`src/rtl/rr_grant_scheduler_pkg.sv`:
```
// Shared types, default sizing and helpers for the round-robin grant scheduler.
// The scheduler FSM states and the one-hot grant encoder live here.
package grant_sched_pkg;

    typedef enum logic [1:0] {
        IDLE  = 2'd0,
        GRANT = 2'd1,
        HOLD  = 2'd2
    } state_e;

    localparam int DEF_NUM_REQ  = 4;
    localparam int DEF_HOLD_CYC = 2;
    localparam int DEF_MAX_WAIT = 16;
    localparam int MAX_REQ      = 16;
    localparam int MAX_ID_W     = 4;

    // Wide enough for the largest legal requester count; callers truncate.
    function automatic logic [MAX_REQ-1:0] onehot(input logic [MAX_ID_W-1:0] idx);
        onehot      = '0;
        onehot[idx] = 1'b1;
    endfunction

endpackage

```
`src/rtl/rr_grant_scheduler_if.sv`:
```
// Requester/resource side bundle of the scheduler. The master drives requests and
// resource readiness; the slave (the scheduler) returns grants and status.
interface rr_grant_scheduler_if
    import grant_sched_pkg::*;
#(
    parameter int NUM_REQ = DEF_NUM_REQ,
    parameter int ID_W    = $clog2(NUM_REQ)
);
    logic [NUM_REQ-1:0] req;
    logic               res_ready;
    logic [NUM_REQ-1:0] gnt;
    logic [ID_W-1:0]    gnt_id;
    logic               active;
    logic [NUM_REQ-1:0] starve;

    modport master (
        output req, res_ready,
        input  gnt, gnt_id, active, starve
    );

    modport slave (
        input  req, res_ready,
        output gnt, gnt_id, active, starve
    );
endinterface

```
`src/rtl/rr_grant_scheduler_pick.sv`:
```
// Combinational round-robin picker: first set request at or above the pointer,
// wrapping modulo NUM_REQ.
module rr_pick
    import grant_sched_pkg::*;
#(
    parameter int NUM_REQ = DEF_NUM_REQ,
    parameter int ID_W    = $clog2(NUM_REQ)
) (
    input  logic [NUM_REQ-1:0] i_req,
    input  logic [ID_W-1:0]    i_ptr,
    output logic               o_valid,
    output logic [ID_W-1:0]    o_idx
);
    logic [2*NUM_REQ-1:0] w_dbl;
    logic [NUM_REQ-1:0]   w_rot;
    logic [ID_W:0]        w_sum;

    // Rotating a doubled copy puts the pointer's requester at bit 0.
    assign w_dbl = {i_req, i_req};
    assign w_rot = NUM_REQ'(w_dbl >> i_ptr);

    always_comb begin
        o_valid = 1'b0;
        o_idx   = '0;
        w_sum   = '0;
        for (int k = NUM_REQ - 1; k >= 0; k--) begin
            if (w_rot[k]) begin
                w_sum = {1'b0, i_ptr} + (ID_W + 1)'(k);
                if (w_sum >= (ID_W + 1)'(NUM_REQ)) begin
                    w_sum = w_sum - (ID_W + 1)'(NUM_REQ);
                end
                o_valid = 1'b1;
                o_idx   = w_sum[ID_W-1:0];
            end
        end
    end
endmodule

```
`src/rtl/rr_grant_scheduler.sv`:
```
// Round-robin scheduler: samples requests in IDLE, pulses a one-hot grant the next
// cycle, keeps the resource owned for HOLD_CYC cycles and flags starving requesters.
module rr_grant_scheduler
    import grant_sched_pkg::*;
#(
    parameter int NUM_REQ  = DEF_NUM_REQ,
    parameter int HOLD_CYC = DEF_HOLD_CYC,
    parameter int MAX_WAIT = DEF_MAX_WAIT,
    parameter int ID_W     = $clog2(NUM_REQ)
) (
    input logic             clk,
    input logic             rst_n,
    rr_grant_scheduler_if.slave bus
);
    localparam int HC_W      = (HOLD_CYC > 2) ? $clog2(HOLD_CYC - 1) : 1;
    localparam int HOLD_LOAD = (HOLD_CYC > 1) ? HOLD_CYC - 2 : 0;
    localparam int WT_W      = $clog2(MAX_WAIT + 1);

    state_e             r_state;
    logic [ID_W-1:0]    r_ptr;
    logic [ID_W-1:0]    r_gnt_id;
    logic [HC_W-1:0]    r_hold;
    logic [NUM_REQ-1:0] r_gnt;
    logic [NUM_REQ-1:0] r_starve;
    logic               r_active;
    logic [WT_W-1:0]    r_wait [NUM_REQ];

    logic               w_valid;
    logic [ID_W-1:0]    w_win;

    rr_pick #(.NUM_REQ(NUM_REQ), .ID_W(ID_W)) u_pick (
        .i_req   (bus.req),
        .i_ptr   (r_ptr),
        .o_valid (w_valid),
        .o_idx   (w_win)
    );

    always_ff @(posedge clk or negedge rst_n) begin
        if (!rst_n) begin
            r_state  <= IDLE;
            r_ptr    <= '0;
            r_gnt    <= '0;
            r_gnt_id <= '0;
            r_active <= 1'b0;
            r_hold   <= '0;
        end else begin
            case (r_state)
                IDLE: begin
                    if (w_valid && bus.res_ready) begin
                        r_gnt    <= NUM_REQ'(onehot(MAX_ID_W'(w_win)));
                        r_gnt_id <= w_win;
                        r_active <= 1'b1;
                        r_ptr    <= (w_win == ID_W'(NUM_REQ - 1)) ? '0 : w_win + ID_W'(1);
                        r_state  <= GRANT;
                    end else begin
                        r_gnt <= '0;
                    end
                end
                GRANT: begin
                    r_gnt <= '0;
                    if (HOLD_CYC > 1) begin
                        r_state <= HOLD;
                        r_hold  <= HC_W'(HOLD_LOAD);
                    end else begin
                        r_state  <= IDLE;
                        r_active <= 1'b0;
                    end
                end
                HOLD: begin
                    if (r_hold == '0) begin
                        r_state  <= IDLE;
                        r_active <= 1'b0;
                    end else begin
                        r_hold <= r_hold - HC_W'(1);
                    end
                end
                default: begin
                    r_state  <= IDLE;
                    r_gnt    <= '0;
                    r_active <= 1'b0;
                end
            endcase
        end
    end

    // A requester waits on any cycle it asks without holding the grant pulse.
    always_ff @(posedge clk or negedge rst_n) begin
        if (!rst_n) begin
            r_starve <= '0;
            for (int i = 0; i < NUM_REQ; i++) begin
                r_wait[i] <= '0;
            end
        end else begin
            for (int i = 0; i < NUM_REQ; i++) begin
                if (bus.req[i] && !r_gnt[i]) begin
                    if (r_wait[i] != WT_W'(MAX_WAIT)) begin
                        r_wait[i] <= r_wait[i] + WT_W'(1);
                    end
                    if (r_wait[i] >= WT_W'(MAX_WAIT - 1)) begin
                        r_starve[i] <= 1'b1;
                    end
                end else begin
                    r_wait[i] <= '0;
                end
            end
        end
    end

    assign bus.gnt    = r_gnt;
    assign bus.gnt_id = r_gnt_id;
    assign bus.active = r_active;
    assign bus.starve = r_starve;
endmodule

```
`src/flat_wrapper.sv`:
```
// flat-port wrapper written by rule: the top's interface ports become plain ports
module rr_grant_scheduler_flat import grant_sched_pkg::*;
#(
    parameter int NUM_REQ  = DEF_NUM_REQ,
    parameter int HOLD_CYC = DEF_HOLD_CYC,
    parameter int MAX_WAIT = DEF_MAX_WAIT,
    parameter int ID_W     = $clog2(NUM_REQ)
)
  (clk, rst_n, bus_req, bus_res_ready, bus_gnt, bus_gnt_id, bus_active, bus_starve);
  rr_grant_scheduler_if #(.NUM_REQ(NUM_REQ), .ID_W(ID_W)) bus_i ();
  input logic clk;
  input logic rst_n;
  input wire logic [$bits(bus_i.req)-1:0] bus_req;
  input wire logic [$bits(bus_i.res_ready)-1:0] bus_res_ready;
  output wire logic [$bits(bus_i.gnt)-1:0] bus_gnt;
  output wire logic [$bits(bus_i.gnt_id)-1:0] bus_gnt_id;
  output wire logic [$bits(bus_i.active)-1:0] bus_active;
  output wire logic [$bits(bus_i.starve)-1:0] bus_starve;
  assign bus_i.req = bus_req;
  assign bus_i.res_ready = bus_res_ready;
  assign bus_gnt = bus_i.gnt;
  assign bus_gnt_id = bus_i.gnt_id;
  assign bus_active = bus_i.active;
  assign bus_starve = bus_i.starve;
  rr_grant_scheduler #(.NUM_REQ(NUM_REQ), .HOLD_CYC(HOLD_CYC), .MAX_WAIT(MAX_WAIT), .ID_W(ID_W)) u_core (.clk(clk), .rst_n(rst_n), .bus(bus_i));
endmodule
```
`config.mk`:
```
export PLATFORM = sky130hd
export DESIGN_NAME = rr_grant_scheduler_flat
export DESIGN_NICKNAME = d
export VERILOG_FILES = /design/src/rtl/rr_grant_scheduler_pkg.sv /design/src/rtl/rr_grant_scheduler_if.sv /design/src/rtl/rr_grant_scheduler_pick.sv /design/src/rtl/rr_grant_scheduler.sv /design/src/flat_wrapper.sv
export SDC_FILE = /design/constraint.sdc
export NUM_CORES = 1
export LEC_CHECK = 0
export ABC_AREA = 1
export BUFFER_PORTS_ARGS = -buffer_cell sky130_fd_sc_hd__buf_2
export CORE_MARGIN = 5
export CORE_UTILIZATION = 55
export DETAILED_ROUTE_END_ITERATION = 7
export PLACE_DENSITY = 0.74
export SETUP_SLACK_MARGIN = 0.2
export SLEW_MARGIN = 10
export SYNTH_ARGS = -nofsm -noshare
export SYNTH_HDL_FRONTEND = slang
export SYNTH_HIERARCHICAL = 1
export SYNTH_SLANG_ARGS = --single-unit
export TNS_END_PERCENT = 100
```
`constraint.sdc`:
```
create_clock -name clk -period 3.65 [get_ports clk]
set_input_delay 0.1825 -clock clk [delete_from_list [all_inputs] [get_ports clk]]
set_output_delay 0.1825 -clock clk [all_outputs]
set_load 0.02 [all_outputs]
```
==> results of run 1 <==
## cell families (layout without fill, tap and decap cells)
group           after synthesis  in the layout  synth area share
compound gates               19             19            0.0509
xor+xnor                      5              5            0.0212
fa+ha+maj                    16             16            0.0970
buf+inv                      47             72            0.0915
flops                        35             35             0.424
simple gates                137            137             0.315
## through the flow
stage / instances / power, mW
floorplan: 259 / 1.09
global placement: 323 / 1.23
detailed placement: 323 / 1.23
CTS: 332 / 1.51
global route: 332 / 1.65
finish: 332 / 1.50
## worst register-to-register path, cell delays in order, from the launching register on
cell     delay, ns
dfrtp_1       0.56
inv_6         0.08
nand2_1       0.10
nand3_1       0.08
nand2_2       0.11
nand3_1       0.09
nand2_1       0.07
nand2_1       0.04
nand2_1       0.12
inv_1         0.11
ha_1          0.30
nand2_1       0.06
nand2_1       0.04
## final timing paths
path / startpoint / endpoint
max: u_core/r_ptr[0] / u_core/r_ptr[1]
min: bus_res_ready / u_core/r_state[0]
max reg2reg: u_core/r_ptr[0] / u_core/r_ptr[1]
min reg2reg: u_core/bus.starve[1] / u_core/bus.starve[1]
max in group asynchronous: rst_n / u_core/r_state[0]
min in group asynchronous: rst_n / u_core/bus.starve[3]
## synth_stat cells
library cell / count
a21boi_1: 1
a21oi_1: 5
buf_6: 1
dfrtp_1: 35
ha_1: 16
inv_1: 44
inv_2: 1
inv_6: 1
nand2_1: 64
nand2_2: 5
nand2_4: 2
nand3_1: 26
nand3_2: 3
nand4_1: 7
nor2_1: 23
nor2_2: 3
nor2_4: 3
nor2b_4: 1
o21ai_0: 7
o21ai_1: 4
o21ai_2: 2
xnor2_1: 5
## report_power, final
group	total, mW	switching (mW)	leakage [nW]	internal [mW]
Combinational	0.639	0.404	0.742	0.235
Clock	0.262	0.129	0.0422	0.134
Sequential	0.595	0.117	0.447	0.479
## routing by layer
metal,GRT usage,part of all wire
met1,0.200,0.47
met2,0.257,0.47
met3,0.0365,0.037
met4,0.0647,0.019
met5,0,0
## state kept, by name, summed over array words and instances (netlist names)
signal	flops
u_core/bus.starve	4
u_core/r_ptr	2
u_core/bus.gnt_id	2
u_core/bus.active	1
u_core/r_wait	20
u_core/bus.gnt	4
u_core/r_state	2
## layout make-up
class,instances,area share
Clock buffer,7,0.0333
Clock inverter,1,0.00219
Inverter,46,0.0776
Multi-Input combinational cell,177,0.437
Sequential cell,35,0.383
Tap cell,48,0.0262
Timing Repair Buffer,18,0.0415
## cell usage in the layout, fill, tap and decap left out
cell type      netlist  final
nand2_1             64     64
inv_1               44     44
dfrtp_1             35     35
nand3_1             26     26
nor2_1              23     23
buf_2                0     17
ha_1                16     16
nand4_1              7      7
o21ai_0              7      7
clkbuf_8             0      5
xnor2_1              5      5
a21oi_1              5      5
nand2_2              5      5
o21ai_1              4      4
nor2_2               3      3
nand3_2              3      3
nor2_4               3      3
clkbuf_1             0      2
o21ai_2              2      2
nand2_4              2      2
clkinv_2             0      1
dlygate4sd3_1        0      1
nor2b_4              1      1
inv_6                1      1
inv_2                1      1
a21boi_1             1      1
==> run_results.csv, run 1 <==
group,metric,value,unit
timing,hold_viol,0,
setup_path,rr_worst_depth,12,
clock_tree,post_cts_buffers,0,
setup_path,crit_top_cell,"nand2_1",
clock_tree,numClockSinks,35,
timing,slew_headroom,0.499,
drt,drt-initial-drc-count,70,
pwr,power_density,654,nW/um2
setup_path,slowest_delay,0.56,ns
clock_tree,ctsHoldBuffers,1,
cells_and_area,nets,306,
grt,grt_remaining_overflow,0,
synthesis,avgSynthCellArea,7.97,um2
job,maxCapViolations,0,
grt,grt_pass1_vias,1594,
clock_tree,cts_tree,"yes",
setup_path,start_kind,"flop",
timing,setup_violations,0,
timing,setup_slack,1.79,ns
timing,timing.final.max_slew_violations,0,
cells_and_area,fill_cells,323,
floorplanning,die_h,71.3,um
hold_path,hold_class,"in -> reg",
floorplanning,rows,22,
floorplanning,io_pins,18,
timing,final.min_clock_period,1.86,ns
placed_design,placed_area,2200,um2
cells_and_area,drive_above_1_share,0.155,
drt,wl_per_cell,10.7,um
clock_tree,path_clk_slew,0.06,ns
drt,via_per_inst,5.02,
setup_path,critPathArrivalTime,2.03,ns
grt,antenna_found_initial,0,
hold_path,min_delay_path_depth,3,
grt,grt_max_degree,36,
placed_design,gp_congestion,0.878,
setup_path,end_kind,"flop",
pwr,peakVddDrop,0.485,mV
floorplanning,coreArea,3660,um2
setup_path,slowest_stage,"dfrtp_1",
drt,dr.pass1.iters,4,
placed_design,portBuffers,17,
timing,whs,0.218,ns
setup_path,critical-path-top-delay-family,"simple AND/OR/NAND/NOR gates",
synthesis,synth_seq_cells,35,
synthesis,synthDistinctLibCells,22,
setup_path,worst-path-stages,12,
clock_tree,numCtsBuffers,5,
synthesis,synth_top_cell_area_share,0.424,
cells_and_area,regArea,876,um2
timing,skew,0.00902,ns
synthesis,synth.area.top_cells,"dfrtp_1, nand2_1, ha_1",
drt,via_count,1666,
clock_tree,cts-root-buf,"clkbuf_8",
clock_tree,clock_latency,0.28,ns
floorplanning,die-area,5080,um2
timing,fin_tns_setup,0,ns
synthesis,yosysWarnings,6,
grt,grt_pass1_wl,6540,um
clock_tree,cts_resized,0,
clock_tree,clock_path_buffers,2,
synthesis,synthCells,259,
cells_and_area,final_area,2290,um2
drt,drc,0,
floorplanning,initial_core_util,0.564,
setup_path,path_cells,"inv_6 -> nand2_1 -> nand3_1 -> nand2_2 -> nand3_1 -> nand2_1 -> nand2_1 -> nand2_1 -> inv_1 -> ha_1 -> nand2_1 -> nand2_1",
clock_tree,cts-htree-levels,2,
drt,ant_nets,0,
cells_and_area,diodes,0,
synthesis,synth_area,2060,um2
cells_and_area,final_core_util,0.625,
timing,worst_pin_slew,0.752,ns
timing,period_share,0.509,
placed_design,dp_slack,1.85,ns
synthesis,syn_nets,282,
placed_design,hpwl,2720,um
cells_and_area,multi_input_area,1000,um2
drt,routed_wl,3560,um
status,status,"complete, no violations",
grt,track_usage,0.157,
setup_path,crit_type,"reg -> reg",
setup_path,path_buf_inv,2,
timing,clock.fmax,539,MHz
synthesis,yosysTopAreaCell,"dfrtp_1",
setup_path,required,3.82,ns
timing,rsz0062_at_grt,"no",
cells_and_area,synthToLayoutAreaGrowth,10.9,%
setup_path,crit_path_max_fanout,8,
floorplanning,die_x,71.3,um
pwr,p_leak,1.23,nW
setup_path,reg2reg_slack,1.79,ns
synthesis,seq_area_frac_synth,0.424,
Note: power is estimated with default switching activity, not from simulation.
==> inputs of run 2 (changes only) <==
- ABC_AREA: 1 -> 0
- PLACE_DENSITY: 0.74 -> 0.75
- clock period: 3.65 -> 1.8 ns (I/O delays scaled with it)
==> run 2 against run 1 <==
Routed wire length up 13%. Non-clock buffer count up 6. Total power up 51%. Largest cell class unchanged. Register-to-register slack worse by 1.7 ns. Sequential cell count unchanged. Critical path type unchanged. Cell area down 0.33%. First-iteration DRC count down 1.4%. Die area down 3.1%. Sequential power up 78%.
==> run_results.csv, run 2 <==
group,metric,value,unit
timing,skew,0.00816,ns
timing,final.min_clock_period,1.68,ns
cells_and_area,nets,232,
synthesis,synth_top_cell_area_share,0.440,
drt,ant_nets,0,
placed_design,hpwl,2660,um
synthesis,yosys.area_share.xor_xnor,0.0176,
synthesis,synthAdderAreaFrac,0.101,
cells_and_area,stdcell_count,256,
floorplanning,die_h,70.1,um
job,maxCapViolations,0,
setup_path,path_buf_inv,1,
timing,whs,0.0550,ns
floorplanning,die_x,70.1,um
synthesis,synthSimpleGateAreaFrac,0.214,
timing,hold_viol,0,
synthesis,seq_area_frac_synth,0.440,
synthesis,yosysWarnings,6,
clock_tree,clock_latency,0.34,ns
drt,via_count,1450,
setup_path,crit_top_cell,"a21oi_2",
synthesis,avgSynthCellArea,11.1,um2
cells_and_area,synthToLayoutAreaGrowth,14.7,%
synthesis,ys.flop_type,"dfrtp_1",
placed_design,dp_cells,243,
timing,fin_tns_setup,0,ns
timing,timing.final.max_slew_violations,0,
timing,setup_slack,0.120,ns
cells_and_area,drive_above_1_share,0.243,
synthesis,synth_area,1990,um2
synthesis,synth_seq_cells,35,
placed_design,gp_congestion,0.756,
cells_and_area,mostFrequentLayoutCell,"dfrtp_1",
drt,via_per_inst,5.66,
timing,setup_violations,0,
cells_and_area,largest_reg_flops,20,
synthesis,syn_nets,202,
grt,antenna_found_initial,0,
drt,drc,0,
timing,slew_headroom,0.478,
setup_path,crit_path_max_fanout,5,
grt,grt_pass1_wl,6610,um
grt,grt_pass1_vias,1423,
grt,grt_remaining_overflow,0,
synthesis,yosysTopAreaCell,"dfrtp_1",
clock_tree,numCtsBuffers,5,
synthesis,synth_edf_count,0,
synthesis,synthTopCellsByCount,"dfrtp_1, inv_1, ha_1, nand3b_1, mux2i_1",
cells_and_area,fill_cells,273,
cells_and_area,diodes,0,
grt,grt_max_degree,36,
setup_path,start_kind,"flop",
synthesis,synth.area.mux_share,0.0906,
drt,wl_per_cell,15.7,um
synthesis,synthDistinctLibCells,27,
setup_path,critPathArrivalTime,1.91,ns
setup_path,required,2.03,ns
synthesis,synth.area.top_cells,"dfrtp_1, ha_1, mux2i_1",
timing,clock.fmax,595,MHz
status,status,"complete, no violations",
floorplanning,die-area,4920,um2
setup_path,path_cells,"a21oi_2 -> o21ai_1 -> a21oi_2 -> inv_1 -> ha_4 -> mux2_4",
grt,track_usage,0.166,
synthesis,synth_compound_area_frac,0.0786,
floorplanning,initial_core_util,0.582,
floorplanning,coreArea,3420,um2
synthesis,async_flop_share,1.00,
synthesis,yosysMostFrequentCell,"dfrtp_1",
clock_tree,path_clk_slew,0.10,ns
drt,dr.pass1.iters,5,
pwr,peakVddDrop,0.654,mV
timing,period_share,0.933,
clock_tree,cts-root-buf,"clkbuf_4",
drt,drt-initial-drc-count,69,
clock_tree,cts-htree-levels,2,
drt,routed_wl,4010,um
synthesis,synth_top_family_by_area,"simple AND/OR/NAND/NOR gates",
clock_tree,clock_path_buffers,2,
floorplanning,rows,21,
setup_path,critical-path-top-delay-family,"compound AO/OA/AOI/OAI gates",
cells_and_area,final_core_util,0.668,
pwr,p_leak,1.17,nW
setup_path,slowest_stage,"dfrtp_2",
pwr,power_density,989,nW/um2
floorplanning,io_pins,18,
placed_design,portBuffers,17,
cells_and_area,layout_common_cells,"dfrtp_1, inv_1, buf_2",
synthesis,synthCells,179,
cells_and_area,regMostFlops,"u_core/r_wait",
cells_and_area,final_area,2280,um2
placed_design,placed_area,2140,um2
setup_path,end_kind,"flop",
timing,worst_pin_slew,0.783,ns
placed_design,dp_slack,0.0791,ns
pwr,fin_total_pwr,2.26,mW
clock_tree,cts_tree,"yes",
hold_path,hold_class,"in -> reg",
setup_path,slowest_delay,0.46,ns
setup_path,crit_type,"reg -> reg",
clock_tree,numClockSinks,35,
timing,rsz0062_at_grt,"yes",
## run 2: cell count changes in the layout (fill, tap and decap cells not counted), moves of 6 or more
cell / delta
nand2_1: -64
inv_1: -18
nor2_1: -21
nand3_1: -21
mux2i_1: +12
nor3_1: +6
nand3b_1: +16
or3b_1: +8
o21ai_0: -7
## run 2: cell type report
cell class,instances,area [um2],area share
clock buffers,7,45.0,0.0197
clock inverters,1,5.00,0.00219
multi-input cells,115,1050,0.459
repair buffers,24,144,0.0630
flip-flops and latches,35,878,0.385
inverters,28,105,0.0461
well taps,46,57.6,0.0252
## run 2: metal layers
layer,global-route usage,routed length [um],vias up
met5,0,0,-
met4,0.0702,133,0
met3,0.0373,128,12
met2,0.270,1940,22
met1,0.212,1810,726
li1,-,-,690
## run 2: worst paths after layout
kind | cells past startpoint | from | end | slack (ns)
setup / recovery | 6 | u_core/r_ptr[1] | u_core/r_ptr[1] | 0.12
hold / removal | 2 | bus_res_ready | u_core/r_state[0] | 0.06
setup reg to reg | 6 | u_core/r_ptr[1] | u_core/r_ptr[1] | 0.12
hold reg to reg | 1 | u_core/r_state[0] | u_core/r_state[0] | 0.49
max in group asynchronous | 2 | rst_n | u_core/r_wait[0] | 0.89
min in group asynchronous | 2 | rst_n | u_core/bus.starve[1] | 0.37
## run 2: power by group
| part | internal (mW) | switching (mW) | total, mW |
|---|---|---|---|
| Sequential | 0.909 | 0.153 | 1.06 |
| Clock | 0.152 | 0.255 | 0.407 |
| Combinational | 0.400 | 0.388 | 0.788 |
| Total | 1.46 | 0.795 | 2.26 |
## run 2: worst register-to-register path, cell delays in order (launching register included)
cell     delay, ns
dfrtp_2       0.46
a21oi_2       0.17
o21ai_1       0.10
a21oi_2       0.21
inv_1         0.13
ha_4          0.25
mux2_4        0.25
## run 2: repair_timing
action / CTS / global route
hold endpoints to repair: 35 / 0
setup buffers: 2 / 2
pin swaps: 0 / 5
gates resized for setup: 3 / 10
hold buffers: 1 / 0
endpoints found under the setup margin: 2 / 6
## run 2: kinds of logic (layout without fill, tap and decap cells)
kind of cell,Yosys count,in the layout
and+or+nand+nor,59,59
muxes,16,16
AOI/OAI and AO/OA,20,20
xor gates and xnor gates,4,4
adders and majority gates,16,16
DFF,35,35
buffers and inverters,29,60
